## config.mk

```make
export PLATFORM = sky130hd
export DESIGN_NAME = hazard_controller
export DESIGN_NICKNAME = d
export VERILOG_FILES = /design/src/rtl/hazard_pkg.sv /design/src/rtl/forward_select.sv /design/src/rtl/hazard_controller.sv
export SDC_FILE = /design/constraint.sdc
export NUM_CORES = 1
export LEC_CHECK = 0
export ABC_AREA = 1
export BUFFER_PORTS_ARGS = -buffer_cell sky130_fd_sc_hd__clkbuf_2
export CORE_UTILIZATION = 40
export DETAILED_ROUTE_END_ITERATION = 7
export PLACE_DENSITY_LB_ADDON = 0.05
export SLEW_MARGIN = 5
export SYNTH_ARGS = -nofsm -noshare
export SYNTH_HDL_FRONTEND = slang
export SYNTH_SLANG_ARGS = --single-unit
export TNS_END_PERCENT = 50
```

## constraint.sdc

```tcl
create_clock -name clk -period 1.7 [get_ports clk]
set_clock_uncertainty 0.15 [all_clocks]
set_input_delay 0.255 -clock clk [delete_from_list [all_inputs] [get_ports clk]]
set_output_delay 0.255 -clock clk [all_outputs]
set_load 0.05 [all_outputs]
```

## src/rtl/hazard_pkg.sv

```systemverilog
// Shared types for the pipeline hazard controller.
// Forward-select encodings and memory-wait FSM states.
package hazard_pkg;

  typedef enum logic [1:0] {
    FWD_REG = 2'b00,
    FWD_WB  = 2'b01,
    FWD_MEM = 2'b10
  } fwd_sel_t;

  typedef enum logic [1:0] {
    IDLE = 2'b00,
    WAIT = 2'b01,
    ERR  = 2'b10
  } mem_state_t;

endpackage

```

## src/rtl/forward_select.sv

```systemverilog
// One Execute-operand forward select.
// Memory-stage result wins over Writeback; x0 never forwards.
module forward_select
  import hazard_pkg::*;
#(
  parameter int REG_AW = 5
) (
  input  logic [REG_AW-1:0] rs_e,
  input  logic [REG_AW-1:0] rd_m,
  input  logic [REG_AW-1:0] rd_w,
  input  logic              reg_write_m,
  input  logic              reg_write_w,
  output fwd_sel_t          sel
);

  logic hit_m;
  logic hit_w;

  assign hit_m = reg_write_m && (rd_m != '0)
              && (rd_m == rs_e);
  assign hit_w = !hit_m && reg_write_w
              && (rd_w != '0) && (rd_w == rs_e);

  always_comb begin
    sel = FWD_REG;
    unique case (1'b1)
      hit_m:   sel = FWD_MEM;
      hit_w:   sel = FWD_WB;
      default: sel = FWD_REG;
    endcase
  end

endmodule

```

## src/rtl/hazard_controller.sv

```systemverilog
// Hazard unit: forwarding, load-use stall, branch flush,
// and a memory-wait freeze FSM with timeout and stall counter.
module hazard_controller
  import hazard_pkg::*;
#(
  parameter int REG_AW      = 5,
  parameter int MEM_TIMEOUT = 15,
  parameter int CNT_W       = 16
) (
  input  logic              clk,
  input  logic              reset,
  input  logic [REG_AW-1:0] Rs1D,
  input  logic [REG_AW-1:0] Rs2D,
  input  logic [REG_AW-1:0] Rs1E,
  input  logic [REG_AW-1:0] Rs2E,
  input  logic [REG_AW-1:0] RdE,
  input  logic [REG_AW-1:0] RdM,
  input  logic [REG_AW-1:0] RdW,
  input  logic              RegWriteM,
  input  logic              RegWriteW,
  input  logic              LoadE,
  input  logic              PCSrcE,
  input  logic              MemReqM,
  input  logic              MemAckM,
  output logic [1:0]        ForwardAE,
  output logic [1:0]        ForwardBE,
  output logic              StallF,
  output logic              StallD,
  output logic              StallE,
  output logic              StallM,
  output logic              FlushD,
  output logic              FlushE,
  output logic              FlushW,
  output logic              MemErr,
  output logic [CNT_W-1:0]  StallCount
);

  localparam int WCW =
    (MEM_TIMEOUT > 1) ? $clog2(MEM_TIMEOUT) : 1;
  localparam logic [WCW-1:0] WLAST =
    WCW'(MEM_TIMEOUT - 1);

  mem_state_t       state_q, state_d;
  logic [WCW-1:0]   wcnt_q, wcnt_d;
  logic [CNT_W-1:0] scnt_q, scnt_d;

  fwd_sel_t fwd_a;
  fwd_sel_t fwd_b;
  logic     lw_stall;
  logic     freeze;
  logic     any_stall;

  forward_select #(.REG_AW(REG_AW)) u_fwd_a (
    .rs_e        (Rs1E),
    .rd_m        (RdM),
    .rd_w        (RdW),
    .reg_write_m (RegWriteM),
    .reg_write_w (RegWriteW),
    .sel         (fwd_a)
  );

  forward_select #(.REG_AW(REG_AW)) u_fwd_b (
    .rs_e        (Rs2E),
    .rd_m        (RdM),
    .rd_w        (RdW),
    .reg_write_m (RegWriteM),
    .reg_write_w (RegWriteW),
    .sel         (fwd_b)
  );

  assign lw_stall = LoadE && (RdE != '0)
                 && ((RdE == Rs1D) || (RdE == Rs2D));

  assign freeze = (state_q != IDLE)
               || (MemReqM && !MemAckM);

  assign ForwardAE = reset ? FWD_REG : fwd_a;
  assign ForwardBE = reset ? FWD_REG : fwd_b;
  assign MemErr    = (state_q == ERR);
  assign StallCount = scnt_q;

  always_comb begin
    state_d = state_q;
    wcnt_d  = wcnt_q;
    unique case (state_q)
      IDLE: begin
        if (MemReqM && !MemAckM) begin
          state_d = WAIT;
          wcnt_d  = '0;
        end
      end
      WAIT: begin
        if (MemAckM) begin
          state_d = IDLE;
          wcnt_d  = '0;
        end else if (wcnt_q == WLAST) begin
          state_d = ERR;
          wcnt_d  = '0;
        end else begin
          wcnt_d = wcnt_q + 1'b1;
        end
      end
      ERR: begin
        state_d = ERR;
      end
      default: begin
        state_d = IDLE;
        wcnt_d  = '0;
      end
    endcase
  end

  always_comb begin
    StallF = 1'b0;
    StallD = 1'b0;
    StallE = 1'b0;
    StallM = 1'b0;
    FlushD = 1'b1;
    FlushE = 1'b1;
    FlushW = 1'b1;
    if (!reset) begin
      if (freeze) begin
        StallF = 1'b1;
        StallD = 1'b1;
        StallE = 1'b1;
        StallM = 1'b1;
        FlushD = 1'b0;
        FlushE = 1'b0;
        FlushW = 1'b1;
      end else begin
        StallF = lw_stall;
        StallD = lw_stall;
        FlushD = PCSrcE;
        FlushE = lw_stall || PCSrcE;
        FlushW = 1'b0;
      end
    end
  end

  assign any_stall = StallF || StallD
                  || StallE || StallM;

  always_comb begin
    scnt_d = scnt_q;
    if (any_stall && (scnt_q != '1))
      scnt_d = scnt_q + 1'b1;
  end

  always_ff @(posedge clk) begin
    if (reset) begin
      state_q <= IDLE;
      wcnt_q  <= '0;
      scnt_q  <= '0;
    end else begin
      state_q <= state_d;
      wcnt_q  <= wcnt_d;
      scnt_q  <= scnt_d;
    end
  end

endmodule

```

== Yosys cells after proc, flatten, opt, wreduce, memory -nomap -nowiden ==
Cells that the tools add are included.

* Add/sub/neg operators: 2
* Equality and inequality tests: 12
* Multiplexer cells: 21
* Bitwise logic cells: 1
* Reductions and logical operators: 28

{| class="wikitable"
|+ Operators by type and width
! operator !! number
|-
| 5-bit == test || 6
|-
| 16-bit by 1-bit adder with 16-bit output, second input constant || 1
|-
| 16-bit inequality test, second input constant || 1
|-
| 5-bit nonzero test || 3
|-
| 1-bit logical AND || 13
|-
| 4-bit two-way mux || 3
|-
| 4-bit case mux with 3 select lines || 1
|-
| 2-bit two-way mux || 5
|-
| 1-bit two-way mux || 9
|-
| 2-bit case mux with 2 select lines || 2
|-
| 2-bit case mux with 3 select lines || 1
|-
| 1-bit logical OR || 5
|-
| 4-bit by 1-bit adder with 4-bit output, second input constant || 1
|-
| 4-bit == test, second input constant || 1
|-
| 2-bit AND reduction || 2
|-
| 1-bit logical NOT || 3
|-
| 3-bit inequality test, second input constant || 1
|-
| 2-bit by 1-bit == test with 1-bit output, second input constant || 1
|-
| 2-bit == test, second input constant || 1
|-
| 2-bit logical NOT || 1
|-
| 2-bit inequality test, second input constant || 1
|-
| 2-bit nonzero test || 1
|-
| 1-bit inverter || 1
|}

* Flip-flop bits (word level): 22

== Logic depth before layout (Yosys ltp) ==
* Word-level depth: 9
* Depth in mapped cells: 12
* Mapped depth without buffers: 11

== Cells and area by module ==
Synthesis repeated with hierarchy kept, for this count alone.

* Cells, all modules: 349
* Area total of the unflattened synthesis: 2,063.2 um2

{| class="wikitable"
|+ By module, submodules not included
! module !! instances !! cells an instance !! area an instance (um2) !! seq. area each (um2)
|-
| hazard_controller || 1 || 239 || 1,625.3 || 440.4
|-
| forward_select || 2 || 55 || 219.0 || 0.0
|}

== Worst setup path after synthesis ==
OpenSTA, ideal clock, no wires.

* Path kind: register -> output
* Start: register state_q[1]
* End: output StallF
* Data arrival time: 2,048 ps
* Required time: 1,295 ps
* Slack: -753 ps
* Stages on the path, launching flop included: 10
* Buffers on the path: 3
* Path through: dfxtp_1 > nor2_1 > nand2_1 > inv_2 > nor2_1 > inv_2 > nand2_4 > buf_6 > buf_8 > buf_4

* Word-level cells in the longest chain between the ends: 4

{| class="wikitable"
|+ Ends and longest elaborated chain
! what !! RTL line !! RTL
|-
| start: declaration || hazard_controller.sv:43 || <nowiki>mem_state_t state_q, state_d;</nowiki>
|-
| start signal: assignment || hazard_controller.sv:155 || <nowiki>state_q <= state_d;</nowiki>
|-
| 2-bit nonzero test || hazard_controller.sv:74 || <nowiki>assign freeze = (state_q != IDLE)</nowiki>
|-
| 1-bit logical OR || hazard_controller.sv:75 || <nowiki>|| (MemReqM && !MemAckM);</nowiki>
|-
| 1-bit two-way mux (2 in a row) || -- ||
|-
| end: declaration || hazard_controller.sv:27 || <nowiki>output logic StallF,</nowiki>
|}

Every way passes these cells.

== Worst setup path in the final report ==
* Start: input RdM[1]
* End: output ForwardBE[1]

* Word-level cells in the longest chain between the ends: 9

{| class="wikitable"
|+ Ends and longest elaborated chain
! what !! RTL line !! RTL
|-
| start: declaration || hazard_controller.sv:17 || <nowiki>input logic [REG_AW-1:0] RdM,</nowiki>
|-
| 5-bit nonzero test || forward_select.sv:19 || <nowiki>assign hit_m = reg_write_m && (rd_m != '0)</nowiki>
|-
| 1-bit logical AND || forward_select.sv:19 ||
|-
| 1-bit logical AND (*) || forward_select.sv:20 || <nowiki>&& (rd_m == rs_e);</nowiki>
|-
| 1-bit logical NOT || forward_select.sv:21 || <nowiki>assign hit_w = !hit_m && reg_write_w</nowiki>
|-
| 1-bit logical AND || forward_select.sv:21 ||
|-
| 1-bit logical AND (2 in a row) || forward_select.sv:22 || <nowiki>&& (rd_w != '0) && (rd_w == rs_e);</nowiki>
|-
| 2-bit case mux with 2 select lines (*) || forward_select.sv:26 || <nowiki>unique case (1'b1)</nowiki>
|-
| 2-bit two-way mux (*) || hazard_controller.sv:78 || <nowiki>assign ForwardBE = reset ? FWD_REG : fwd_b;</nowiki>
|-
| end: declaration || hazard_controller.sv:26 || <nowiki>output logic [1:0] ForwardBE,</nowiki>
|}

Mark *: on every way between the ends. The rest lies on a longest branch, timed or not.

==> impl_metrics.env <==
export IMPL_status="complete, but fails checks"
export IMPL_violations="DRC, setup timing"
export IMPL_rr_endpoint="StallCount[2]$_SDFFE_PP0P_"
export IMPL_min_from="MemAckM"
export IMPL_path_cells="buf_6 > buf_4 > xor2_1 > nor3_1 > nand4_1 > nor2_1 > clkbuf_8"
export IMPL_io_buffers=70
export IMPL_nNetsFinal=443
export IMPL_wire_per_inst_um=11.5
export IMPL_synth_nets=327
export IMPL_synth_top_family_by_area="simple AND/OR/NAND/NOR gates"
export IMPL_synthXorXnorAreaFrac_pct=15.3
export IMPL_tightest_slew_ns=0.288
export IMPL_synth_fa_ha_area_share_pct=1.99
export IMPL_synth_edff_count=0
export IMPL_grt_antenna_before_repair=0
export IMPL_synthSimpleGateAreaFrac_pct=38.8
export IMPL_clkLatencyLatePin_ns=0.26
export IMPL_synth_compound_area_share_pct=9.61
export IMPL_synth_area_top_cells="dfxtp_1 (23%), nand2_1 (13%), xor2_1 (8.3%)"
export IMPL_cp_end_kind="output port"
export IMPL_fin_area_mm2=0.00303
export IMPL_ir_drop_uv=309
export IMPL_syn_area_per_cell_um2=6.72
export IMPL_htreeDepth=1
export IMPL_crit_path_top_delay_cell="clkbuf_8"
export IMPL_grt_setup_unrepaired="true"
export IMPL_criticalPathCategory="input port to output port"
export IMPL_ctsRootBufferMaster="clkbuf_8"
export IMPL_whs_path_depth=4
export IMPL_start_util_pct=42.5
export IMPL_ys_types=32
export IMPL_holdPathEnd="wcnt_q[2]$_SDFFE_PP0P_"
export IMPL_power_w=0.00154
export IMPL_n_antenna_cell=0
export IMPL_slew_viol_final=0
export IMPL_rr_startpoint="StallCount[0]$_SDFFE_PP0P_"
export IMPL_synth_seq_cells=22
export IMPL_drc=10
export IMPL_gp_congestion=0.812
export IMPL_drive_above_1_share_pct=52.0
export IMPL_register_area_um2=465
export IMPL_hold_buffers=0
export IMPL_overflow=0
export IMPL_synthTopCellsByCount="nand2_1 (64), inv_1 (30), nor2_1 (30)"
export IMPL_grt_pass1_vias=1979
export IMPL_startpoint_type="input port"
export IMPL_io_pins=71
export IMPL_cts_sinks=22
export IMPL_syn2layout_area_growth_pct=60.4
export IMPL_hold_class="input port to flip-flop"
export IMPL_syn_area_mm2=0.00189
export IMPL_relSlewSlack_pct=80.9
export IMPL_fill_cells=381
export IMPL_grt_max_degree=15
export IMPL_ys_seq_area_share_pct=23.3
export IMPL_cts_made_buffers=3
export IMPL_chipHeight_um=70.7
export IMPL_fin_ws_ns=-0.0206
export IMPL_synth_top_area_share_pct=23.3
export IMPL_grt_pass1_wl_um=8140
export IMPL_dieWidth_um=70.7
export IMPL_setup_violations=2
export IMPL_crit_required_ns=1.29
export IMPL_reg2reg_depth=9
export IMPL_path_clk_slew_ns=0.08
export IMPL_arrival_ns=1.32
export IMPL_netlist_instances=281
export IMPL_routed_via_count=2173
export IMPL_rows=24
export IMPL_fp_coreArea_mm2=0.00444
export IMPL_postSynth_asyncResetShare_pct=0
export IMPL_grt_use_total_pct=19.8
export IMPL_yosysWarningCount=0
export IMPL_cts_tree="done"
export IMPL_max_cap_violations=0
export IMPL_critPathMaxStageDelay_ns=0.20
export IMPL_detailed_place_hpwl_um=3770
export IMPL_dr_pass1_iters=6
export IMPL_final_antenna_net_count=0
export IMPL_drtIter0Drc=102
export IMPL_multi_input_area_mm2=0.00145
export IMPL_power_density_mw_per_mm2=508
export IMPL_period_share_pct=101
export IMPL_place_area_mm2=0.00250
export IMPL_cp_max_fo=2
export IMPL_fmax_ghz=0.581
export IMPL_die_area_mm2=0.00500
export IMPL_yosys_most_used_dff="dfxtp_1"
export IMPL_yosysMostFrequentCell="nand2_1"
export IMPL_crit_start="RdM[1]"
export IMPL_final_min_clock_period_ns=1.72
export IMPL_leakage_nw=1.40
export IMPL_wirelength_um=5170
export IMPL_cts_buffer_depth=2
export IMPL_synth_mux_area_share_pct=0
export IMPL_synth_top_area_cell="dfxtp_1"
export IMPL_viasPerCell=4.85
export IMPL_hold_violations=0
export IMPL_r2r_setup_slack_ns=0.02
power by group:
| part | leakage (nW) | internal (W) | switching (W) | total, W |
|---|---|---|---|---|
| logic | 1.18 | 0.000275 | 0.000334 | 0.000609 |
| registers | 0.186 | 0.000531 | 0.0000186 | 0.000550 |
| clock network | 0.0288 | 0.000206 | 0.000174 | 0.000381 |
worst max-delay path by stage:
stage	end	slack, ns	cells past startpoint
after global placement	ForwardBE[0]	-0.18	8
after global routing	ForwardAE[0]	-0.09	8
after floorplan	StallF	-0.17	9
after CTS	FlushE	-0.03	7
final	ForwardBE[1]	-0.02	7
after detailed placement	ForwardBE[0]	-0.19	8
repair_timing:
| action | CTS | global route |
|---|---|---|
| resized for setup | 23 | 60 |
| endpoints found under the setup margin | 12 | 27 |
| gates cloned | 0 | 2 |
| buffers inserted | 10 | 9 |
| pin swaps | 3 | 23 |
flip-flops by register name, summed over array words and instances, names as in the netlist:
signal / cells
state_q: 2
wcnt_q: 4
StallCount: 16
metrics by stage:
step	hold WS [ns]	setup TNS (ns)	worst slack [ns]	instances	utilization, %
3_5_place_dp	0.332	-0.800	-0.185	423	56.2
3_3_place_gp	0.322	-0.720	-0.181	423	56.2
5_1_grt	0.209	-0.791	-0.0924	448	68.2
4_1_cts	0.174	-0.0717	-0.0302	437	61.8
6_report	0.192	-0.0291	-0.0206	448	68.2
2_1_floorplan	0.318	-1.41	-0.169	281	-
area by class of cell:
| type | instances | share of cell area, % |
|---|---|---|
| sequential | 22 | 15.4 |
| inverter | 37 | 4.67 |
| multi-input combinational | 216 | 48.0 |
| clock buffer | 4 | 1.82 |
| tap | 52 | 2.15 |
| timing repair buffer | 117 | 28.0 |
metal layers:
metal,up-vias,track usage (%),part of all wire (%)
met4,0,6.89,2.1
li1,1135,-,-
met2,58,35.4,50
met3,10,3.13,3.9
met5,-,0,0
met1,970,24.1,44
layout by cell type, fill, tap and decap left out, types with 9 or more instances in the layout:
master,count
nand2_1,53
dfxtp_2,11
buf_6,9
nand3_2,15
buf_4,41
inv_1,28
xnor2_1,15
nor2_1,21
xor2_1,17
nand3_1,14
a21oi_2,10
clkbuf_2,57
kinds of logic (layout without fill, tap and decap cells):
family,count (synthesis),after routing
xor gates and xnor gates,33,33
AOI/OAI and AO/OA,28,28
adders and majority gates,3,3
DFF,22,22
and+or+nand+nor,150,152
buffers and inverters,45,158
worst max-delay path, delay by kind of cell:
family	cells	cell delay, ns
xor gates and xnor gates	1	0.15
and+or+nand+nor	3	0.48
buffers and inverters	3	0.42
Power figures use the tool's default switching activity.
